--- src/rtl/card_grid_pkg.sv ---
// Shared definitions for the card-merge grid: FSM states, button bit
// positions and an index-width helper that stays >= 1 for tiny grids.
package card_grid_pkg;

    typedef enum logic {
        IDLE = 1'b0,
        HELD = 1'b1
    } state_t;

    localparam int unsigned BTN_UP    = 0;
    localparam int unsigned BTN_DOWN  = 1;
    localparam int unsigned BTN_LEFT  = 2;
    localparam int unsigned BTN_RIGHT = 3;

    function automatic int unsigned idx_w(input int unsigned n);
        return (n > 1) ? $clog2(n) : 1;
    endfunction

endpackage

--- src/rtl/grid_cursor.sv ---
// Wrap-around grid cursor. One move per cycle, priority up > down > left > right.
// Up/down wrap within the column; left/right wrap linearly across the grid.
module grid_cursor
    import card_grid_pkg::*;
#(
    parameter int unsigned ROWS = 2,
    parameter int unsigned COLS = 5,
    localparam int unsigned N  = ROWS * COLS,
    localparam int unsigned CW = idx_w(N)
) (
    input  logic          clk,
    input  logic          rst_n,
    input  logic [3:0]    buttons,
    output logic [CW-1:0] cursor
);

    logic [CW-1:0] cursor_next;
    int unsigned   cur;
    int unsigned   nxt;

    // Next cursor position from the highest-priority move pulse.
    always_comb begin
        cur = 32'(cursor);
        nxt = cur;
        if (buttons[BTN_UP]) begin
            nxt = (cur < COLS) ? cur + (ROWS - 1) * COLS : cur - COLS;
        end else if (buttons[BTN_DOWN]) begin
            nxt = (cur >= (ROWS - 1) * COLS) ? cur - (ROWS - 1) * COLS : cur + COLS;
        end else if (buttons[BTN_LEFT]) begin
            nxt = (cur == 0) ? N - 1 : cur - 1;
        end else if (buttons[BTN_RIGHT]) begin
            nxt = (cur == N - 1) ? 0 : cur + 1;
        end
        cursor_next = CW'(nxt);
    end

    // Cursor register with synchronous active-low reset.
    always_ff @(posedge clk) begin
        if (!rst_n) begin
            cursor <= '0;
        end else begin
            cursor <= cursor_next;
        end
    end

endmodule

--- src/rtl/card_merge_grid.sv ---
// Card-merge engine: grid storage, two-step select/merge FSM and a
// modular adder built from conditional subtractions (no divider).
// Optional macro CARD_CLEAR_EN: a merge also zeroes the second (cursor) card.
module card_merge_grid
    import card_grid_pkg::*;
#(
    parameter int unsigned ROWS    = 2,
    parameter int unsigned COLS    = 5,
    parameter int unsigned DIGIT_W = 4,
    parameter int unsigned MODULUS = 10,
    parameter int unsigned CNT_W   = 8,
    localparam int unsigned N  = ROWS * COLS,
    localparam int unsigned CW = idx_w(N)
) (
    input  logic                   clk,
    input  logic                   rst_n,
    input  logic [3:0]             buttons,
    input  logic                   btn,
    input  logic                   load,
    input  logic [N*DIGIT_W-1:0]   load_data,
    output logic [N*DIGIT_W-1:0]   status,
    output logic [CW-1:0]          cursor,
    output logic                   sel_valid,
    output logic [CW-1:0]          sel_index,
    output logic                   merge_done,
    output logic [CNT_W-1:0]       merge_count
);

    // Operands are not pre-reduced, so the raw sum may need several
    // subtractions; the bound covers the largest possible sum.
    localparam int unsigned     MAX_SUB = ((2 ** (DIGIT_W + 1)) - 2) / MODULUS;
    localparam logic [DIGIT_W:0] MOD_V  = (DIGIT_W + 1)'(MODULUS);

    logic [DIGIT_W-1:0] grid [N];
    logic [DIGIT_W:0]   sum;
    logic [DIGIT_W-1:0] merged;
    state_t             state;

    grid_cursor #(
        .ROWS (ROWS),
        .COLS (COLS)
    ) u_cursor (
        .clk     (clk),
        .rst_n   (rst_n),
        .buttons (buttons),
        .cursor  (cursor)
    );

    // Pack the grid onto the status bus, cell k at [k*DIGIT_W +: DIGIT_W].
    always_comb begin
        status = '0;
        for (int unsigned i = 0; i < N; i++) begin
            status[i*DIGIT_W +: DIGIT_W] = grid[i];
        end
    end

    // Modular sum of held card and cursor card.
    always_comb begin
        sum = {1'b0, grid[sel_index]} + {1'b0, grid[cursor]};
        for (int unsigned i = 0; i < MAX_SUB; i++) begin
            if (sum >= MOD_V) begin
                sum = sum - MOD_V;
            end
        end
        merged = sum[DIGIT_W-1:0];
    end

    // Select/merge FSM, grid writes and merge bookkeeping; load beats btn.
    always_ff @(posedge clk) begin
        if (!rst_n) begin
            for (int unsigned i = 0; i < N; i++) begin
                grid[i] <= '0;
            end
            state       <= IDLE;
            sel_valid   <= 1'b0;
            sel_index   <= '0;
            merge_done  <= 1'b0;
            merge_count <= '0;
        end else begin
            merge_done <= 1'b0;
            if (load) begin
                for (int unsigned i = 0; i < N; i++) begin
                    grid[i] <= load_data[i*DIGIT_W +: DIGIT_W];
                end
                state     <= IDLE;
                sel_valid <= 1'b0;
                sel_index <= '0;
            end else if (btn) begin
                case (state)
                    IDLE: begin
                        sel_index <= cursor;
                        sel_valid <= 1'b1;
                        state     <= HELD;
                    end
                    HELD: begin
                        if (cursor != sel_index) begin
                            grid[sel_index] <= merged;
`ifdef CARD_CLEAR_EN
                            grid[cursor] <= '0;
`endif
                            merge_done <= 1'b1;
                            if (merge_count != '1) begin
                                merge_count <= merge_count + 1'b1;
                            end
                        end
                        sel_valid <= 1'b0;
                        sel_index <= '0;
                        state     <= IDLE;
                    end
                    default: state <= IDLE;
                endcase
            end
        end
    end

endmodule

--- config.mk ---
export PLATFORM = sky130hd
export DESIGN_NAME = card_merge_grid
export DESIGN_NICKNAME = d
export VERILOG_FILES = /design/src/rtl/card_grid_pkg.sv /design/src/rtl/grid_cursor.sv /design/src/rtl/card_merge_grid.sv
export SDC_FILE = /design/constraint.sdc
export NUM_CORES = 1
export LEC_CHECK = 0
export ABC_AREA = 1
export CAP_MARGIN = 0
export CORE_MARGIN = 5
export CORE_UTILIZATION = 50
export DETAILED_ROUTE_END_ITERATION = 12
export PLACE_DENSITY = 0.77
export SLEW_MARGIN = 20
export SYNTH_ARGS = -nofsm -noshare
export SYNTH_HDL_FRONTEND = slang
export SYNTH_HIERARCHICAL = 1
export SYNTH_SLANG_ARGS = --single-unit
--- constraint.sdc ---
create_clock -name clk -period 5.6 [get_ports clk]
set_input_delay 1.12 -clock clk [delete_from_list [all_inputs] [get_ports clk]]
set_output_delay 1.12 -clock clk [all_outputs]
set_load 0.005 [all_outputs]
* Yosys cells after proc, flatten, opt, wreduce, memory -nomap -nowiden *
Memory sizes are Yosys's and may differ from the RTL's. A register that Yosys moved wholly into a read port is not among the register bits.
Cells that the tools add are included.

cells by class
  $add $sub $neg = 9
  bitwise gates (word level) = 13
  equal/unequal tests = 3
  magnitude comparators = 5
  muxes and demuxes = 40
  reduce and logical (&&, ||, !) cells = 5

operators with widths
  operator               number
  $mux W4                25
  $ge A5 B4 Y1 const B   3
  $mux W1                11
  $mux W5                2
  $or A1 B1 Y1           10
  $sub A5 B4 Y5 const B  2
  $add A8 B1 Y8 const B  1
  $ne A8 B8 Y1 const B   1
  $pmux W4 S2            1
  $add A4 B4 Y5          1
  $reduce_and A5 Y1      1
  $add A4 B1 Y4 const B  1
  $add A4 B3 Y4 const B  1
  $eq A4 B4 Y1 const B   1
  $ge A4 B3 Y1 const B   1
  $logic_not A4 Y1       1
  $lt A4 B3 Y1 const B   1
  $ne A4 B4 Y1           1
  $reduce_bool A4 Y1     1
  $reduce_or A4 Y1       1
  $sub A4 B1 Y4 const B  1
  $sub A4 B3 Y4 const B  1
  $sub A4 B4 Y4 const B  1
  $not A1 Y1             3
  2 further kinds        2

word-level totals
  word-level logic and storage cells = 81
  memories = 1
  bits in registers = 18
  output and inout port bits = 58
  memory bits (writable) = 40

memory list
  memory  words  width  rd ports  clocked after Yosys merged registers in  wr ports  line                   RTL
  grid    10     4      12        2                                        10        card_merge_grid.sv:34  logic [DIGIT_W-1:0] grid [N];

* Logic depth before layout (Yosys ltp) *
Gate-level depths: netlist of the first run.

  depth after elaboration = 9
  gate-level depth with buffers = 33
  gate-level depth less buffers = 31

* Modules after synthesis *
The synthesis of the first run kept the hierarchy.

modules (own cells, without submodules)
  module           area an instance (um^2)  instances  cells each
  card_merge_grid  5038.6                   1          639
  grid_cursor      553.0                    1          98

* Worst setup path before layout of the first run *
Ideal clock, no wire load.

  path kind = flip-flop to flip-flop
  start point = register u_cursor.cursor[0]
  end point = memory grid[9][1], data pin
  stages on the path, launching flop included = 31
  setup time = 253 ps
  clock period less this slack = 4479 ps
  arrival time = 4226 ps
  path slack = 1121 ps
  path buffers = 3
  path through = dfxtp_1 -> clkbuf_1 -> clkbuf_1 -> a21oi_1 -> o221ai_1 -> nand2_1 -> ha_1 -> fa_1 -> xnor2_1 -> ha_1 -> inv_1 -> nor2_1 -> nand3_2 -> nand3_2 -> nand2_1 -> nand2_2 -> nand2_4 -> nand2_4 -> nand3_1 -> nand2_2 -> inv_1 -> ha_1 -> inv_1 -> nand3_1 -> nand2_1 -> clkinv_4 -> nand2_4 -> nand2_2 -> buf_6 -> nand3_1 -> nand2_1

RTL lines
  item                    line                   RTL
  start, declared         grid_cursor.sv:14      output logic [CW-1:0] cursor
  start signal, assigned  grid_cursor.sv:42      cursor <= cursor_next;
  end, declared           card_merge_grid.sv:34

==> results.md, run 1 <==
- Status: finished clean
- Hold Vio Cnt, Final: 0
- Input/output buffers: ~110
- Total congestion overflow: 0
- Max cap viols: 0
- CTS H-tree lvls: 3
- Setup TNS: 0 ns
- Top cells by area, synth: edfxtp_1 34%, nand2_1 9.7%, dfxtp_1 7.9%
- Post-cts sizing count: 0
- EDFF count, synth: between 60 and 70
- Synth Area in Compound Gates: 0.181
- # IOs: ~110
- First-pass GRT wire length: between 20 and 30 mm
- Clock Pin Slew Worst Setup and Hold Paths: roughly 0.080 ns
- Leakage: 2.75 nW
- Kind of end point of the critical path: register
- Die span in y: 116 um
- Top-area cell type share of the netlist area: 0.344
- CP bufs+invs: 5
- Vias in the first global route: about 5400
- Via-to-Cell Ratio: 5.73
- Multiplexer area fraction after synthesis: 0
- Synthesized-area fraction occupied by xor and xnor cells: 0.0107
- CTS Buf Count: 9
- Layout Nets: approximately 890
- # diodes: 0
- Max Freq: 0.195 GHz
- RSZ-0062 raised after global routing: no
- Clock sinks: between 80 and 90
- Synthesized Nets: ~800
- TritonCTS clock tree: done
- Clock tree buffer depth: 2
- Layout Skew: around 0.0073 ns
- Post-Syn Instances: 737
- DRC violation count after routing: 0
- Synth area leader: edfxtp_1
- Total core area: about 0.011 sq mm
- Post-synth ARST share: 0
- Clock latency on the worst-skew pair: between 0.3 and 0.4 ns
- Critical path startpoint category: register
- Detailed Route WL: roughly 18 mm
- Crit path kind: register to register
- CP Max Fanout: 23
- Area growth syn-to-layout: 24.2%
- Chip width: approximately 120 um
- CTS root buffer: clkbuf_8
- First-pass DRT Iterations: 5
- Final instance area: a little under 0.007 sq mm
- DP Area: 0.00671 sq mm
- Crit path time final: about 5.1 ns
- Largest net degree at the start of global routing: 60
- Slew @ Worst Pin: approximately 1 ns
- Post-CTS Setup Inserts: 0
- GRT Util Overall: 0.276
- Worst Path Required: 5.70 ns
- Seq cells post-synth: 86
- 1st-iter DRT viols: 486
- CP arrival: around 5.2 ns
- Antenna Violating Nets Remaining: 0
- Row cnt: 38
- Synth Cell Area: around 0.0056 sq mm
- Commonest non-fill, non-tap cell in the layout: nand2_1
- Layout cells sized above 1: 0.0732
- Post-synthesis sequential area ratio: 0.422
- Fillers: 940
- Most frequent cells in the layout: 145 x nand2_1, 105 x clkdlybuf4s50_1, 91 x inv_1
- Syn. warnings: 6
- Via count: 5580
- Pwr per Cell Area: 520 mW/mm^2
- Main combinational cell family by area after synthesis: simple AND/OR/NAND/NOR gates
- Top_reg_cell synth: edfxtp_1
- Cts hold-fix bufs: 0
- Avg Inst Size Synth: ~7.6 sq um
- Routability cong.: ~0.94
- Adder-cell share of the synthesized area: 0.0282
- Simple logic cell fraction of the synthesized area: 0.259
- Initial antenna violation count: 0
- Max Slew Vio Count: 0
- Final period util: 0.918
- Rel. slew slack: 0.344
- Post-synth cell types: 37
- Hold Crit Class: register to register
- DIE AREA: 0.0134 sq mm
- Final HPWL DP: between 10 and 15 mm
- Final setup fails: 0
- Crit path largest cell delay: 0.81 ns
- CP delay by family, top: simple AND/OR/NAND/NOR gates
- Maximum VDD drop: about 0.46 mV
- Critical path's slowest cell: dfxtp_1
- Routed len/inst: about 18 um
- Initial Util: 0.514
-- path summary, 6_finish.rpt --
path	startpoint	endpoint	slack, ns	cells after the start
worst min register to register	sel_valid	sel_valid	0.50	2
worst max register to register	register	grid[12][2]	0.46	29
worst max-delay path	register	grid[12][2]	0.46	29
worst min-delay path	sel_valid	sel_valid	0.50	2
-- through the flow --
step	total power, mW	cells	setup WS [ns]	hold WS, ns	util
2_1_floorplan	2.70	737	1.12	0.474	-
3_3_place_gp	2.93	957	0.790	0.479	0.617
3_5_place_dp	3.04	957	0.524	0.487	0.617
4_1_cts	3.58	973	0.509	0.498	0.638
5_1_grt	3.83	973	0.0135	0.531	0.638
6_report	3.61	973	0.462	0.500	0.638
-- cells in the mapped netlist, types with 6 or more instances --
master and instances:
nand2_2 12, nor2_1 55, clkbuf_1 26, ha_1 11, nand3_2 7, o211ai_1 12
o221ai_1 8, o21ai_0 82, inv_1 92, edfxtp_1 64, nand2_4 7, o21ai_1 24
nand2_1 145, nand4_1 7, o22ai_1 6, a21oi_1 52, dfxtp_1 22, nand3_1 67
-- tightest hold or removal path, stage by stage (launching register included) --
cell	delay (ns)
dfxtp_1	0.34
nand2_1	0.07
a21oi_1	0.05
-- power by group --
group | switching [mW] | internal [mW] | total (mW)
registers | 0.0332 | 0.924 | 0.957
logic | 1.55 | 0.581 | 2.13
clock network | 0.227 | 0.296 | 0.523
-- registers in the layout, summed over array words and instances, names as in the netlist, named ones only --
| signal | count |
|---|---|
| grid | 64 |
| merge_count | 8 |
| merge_done | 1 |
| sel_index | 4 |
| sel_valid | 1 |
| u_cursor/cursor | 4 |
-- final cells by class --
| cell class | count | area, sq um | share of cell area |
|---|---|---|---|
| inverters | 100 | 383 | 0.0551 |
| repair buffers | 113 | 1110 | 0.160 |
| flip-flops and latches | 86 | 2360 | 0.340 |
| clock buffers | 12 | 135 | 0.0195 |
| clock inverters | 4 | 95.1 | 0.0137 |
| well taps | 140 | 175 | 0.0252 |
| multi-input cells | 518 | 2680 | 0.386 |
-- cells by family after synthesis --
kind of cell / Yosys count
compound gates: 187
xor+xnor: 6
fa+ha+maj: 12
buf+inv: 133
flops: 86
simple gates: 313
-- metal layers --
| layer | track usage | vias to the layer above | share of wire |
|---|---|---|---|
| met5 | 0 | - | 0 |
| met4 | 0.113 | 0 | 0.031 |
| met3 | 0.0538 | 48 | 0.089 |
| met2 | 0.461 | 306 | 0.47 |
| met1 | 0.351 | 2559 | 0.40 |
| li1 | - | 2667 | - |
Note: power is estimated with default switching activity, not from simulation.
==> run 2: changes to the inputs <==
- CORE_UTILIZATION: 50 -> 53
- PLACE_DENSITY: 0.77 -> 0.81
==> results.md, run 2 (synthesized netlist as in run 1, its figures left out) <==
- Initial Util: 0.542 (+0.0281)
- Antenna Violating Nets Remaining: 0 (unchanged)
- # IOs: 106 (unchanged)
- Clock sinks: 86 (unchanged)
- Die span in y: 113 um (-2.6%)
- CTS H-tree lvls: 3 (unchanged)
- Gr busiest metal: met2
- Area growth syn-to-layout: 23.8%
- Layout Nets: 889 (+0.11%)
- Input/output buffers: 105 (unchanged)
- Vias in the first global route: 5621 (+3.3%)
- GR Util met2: 0.462 (+0.00145)
- Crit path time final: 5.04 ns (-0.0946 ns)
- Max reg flops: 64 (unchanged)
- FF-to-FF path depth: 29 (unchanged)
- Chip width: 113 um (-2.6%)
- Clk pwr share: 0.135 (-0.010)
- Routed len/inst: 18.3 um (-0.73%)
- Max Freq: 0.198 GHz (+1.9%)
- Setup TNS: 0 ns (unchanged)
- First-pass DRT Iterations: 5 (unchanged)
- Worst reg-to-reg setup slack: 0.56 ns (+0.09 ns)
- GRT Util Overall: 0.281 (+0.00503)
- Post-layout util: 0.671 (+0.0330)
- Kind of end point of the critical path: register
- Final HPWL DP: 13.9 mm (+2.2%)
- TritonCTS clock tree: done
- CP startpoint: u_cursor/cursor[0]
- Via count: 5618 (+0.68%)
- 1st-iter DRT viols: 572 (+18%)
- # diodes: 0 (unchanged)
- Slew @ Worst Pin: 0.973 ns (-0.00496 ns)
- Setup crit end: grid[13][2]
- CTS root buffer: clkbuf_8
- Crit path kind: register to register
- Int Pwr: 1.76 mW (-2.4%)
- Share of power burned in registers: 0.275 (+0.010)
- Initial antenna violation count: 0 (unchanged)
- Pwr per Cell Area: 506 mW/mm^2 (-2.7%)
- Fillers: 828 (-12%)
- DRC violation count after routing: 0 (unchanged)
- Total congestion overflow: 0 (unchanged)
- Met3 Use GR: 0.0652 (+0.0115)
- Max Slew Vio Count: 0 (unchanged)
- Logic pwr share: 0.590 (about the same)
- CP Max Fanout: 59 (+160%)
- Crit path largest cell delay: 0.45 ns (-0.36 ns)
- Leakage: 2.74 nW (-0.23%)
- Row cnt: 37 (-2.6%)
- Clock Pin Slew Worst Setup and Hold Paths: 0.08 ns (about the same)
- Top Registers: grid x64, merge_count x8
- Clock tree buffer depth: 2 (unchanged)
- Commonest non-fill, non-tap cell in the layout: nand2_1
- Status: finished clean
- CTS Buf Count: 9 (unchanged)
- Most frequent cells in the layout: 145 x nand2_1, 105 x clkdlybuf4s50_1, 91 x inv_1
- Top reg by flops: grid
- Critical path's slowest cell: buf_4
- Hold Vio Cnt, Final: 0 (unchanged)
- Total core area: 0.0103 sq mm (-5.2%)
- R2R Path End: grid[13][2]
- Detailed Route WL: 17.7 mm (-1.0%)
- Met1 Use GR: 0.351 (about the same)
- First-pass GRT wire length: 28.0 mm (-0.73%)
- Switching pwr: 1.75 mW (-3.6%)
- Largest net degree at the start of global routing: 60 (unchanged)
- DIE AREA: 0.0127 sq mm (-5.2%)
- Critical path startpoint category: register
- Worst Path Required: 5.68 ns (-0.02 ns)
- RSZ-0062 raised after global routing: no
- Maximum VDD drop: 0.425 mV (-7.1%)
- Hold_ws: 0.500 ns (+0.000510 ns)
- Cts hold-fix bufs: 0 (unchanged)
- Final setup fails: 0 (unchanged)
- Layout Skew: 0.00962 ns (+0.00228 ns)
- Switching share of power: 0.498 (-0.00316)
- Clock latency on the worst-skew pair: 0.36 ns (-0.02 ns)
- Layout cells sized above 1: 0.0743 (+0.00111)
- Hold Crit Class: register to register
- FF-to-FF Start: u_cursor/cursor[0]
- Final period util: 0.901 (-0.0169)
- CP arrival: 5.13 ns (-0.11 ns)
- Max cap viols: 0 (unchanged)
- Rel. slew slack: 0.347 (+0.00333)
- Via-to-Cell Ratio: 5.79 (+0.99%)
- Routability cong.: 0.924 (-1.9%)
run 2: layer usage:
layer	up-vias	routed length, um
li1	2666	-
met4	0	685
met5	-	0
met3	62	1630
met1	2596	7020
met2	294	8410
run 2: power groups by stage:
stage                     Combinational, mW  Sequential, mW  Clock, mW
after floorplan                        1.73           0.965          0
after global routing                   2.28           0.967      0.507
after global placement                 1.91           0.977          0
after CTS                              2.04           0.963      0.477
after detailed placement               2.04           0.977          0
final                                  2.07           0.964      0.473
run 2: critical path, delay by kind of cell, from the launching register on:
family / cells / cell delay, ns
AND/OR/NAND/NOR: 15 / 1.71
adder cells (fa/ha/maj): 4 / 1.04
buffers and inverters: 5 / 0.73
AO/OA/AOI/OAI: 4 / 0.61
flip-flops: 1 / 0.33
XOR/XNOR: 1 / 0.32
run 2: metrics by stage:
stage | power [mW] | instances | cell area (sq um) | worst slack [ns]
4_1_cts | 3.48 | 970 | 6920 | 0.534
3_3_place_gp | 2.89 | 954 | 6720 | 0.813
2_1_floorplan | 2.70 | 737 | 5590 | 1.12
6_report | 3.51 | 970 | 6920 | 0.556
3_5_place_dp | 3.02 | 954 | 6720 | 0.540
5_1_grt | 3.76 | 970 | 6920 | 0.101
run 2: area by class of cell:
class	instances	area, sq um	share of cell area
timing repair buffer	114	1120	0.162
tap	136	170	0.0246
sequential	86	2360	0.342
inverter	100	383	0.0553
clock inverter	4	72.6	0.0105
multi-input combinational	518	2680	0.387
clock buffer	12	135	0.0195
run 2: timing repair:
action / 4_1_cts / 5_1_grt
setup buffers: 0 / 0
hold endpoints to repair: 0 / 0
endpoints found under the setup margin: 0 / 13
resized for setup: 0 / 1
run 2: worst min path at each step:
stage                          end  cells past startpoint  slack [ns]      startpoint
global placement    merge_count[0]                      1        0.48  merge_count[0]
floorplan           merge_count[0]                      1        0.47  merge_count[0]
detailed placement       sel_valid                      2        0.49       sel_valid
finish                   sel_valid                      2        0.50       sel_valid
global route        merge_count[2]                      2        0.54  merge_count[2]
CTS                      sel_valid                      2        0.50       sel_valid
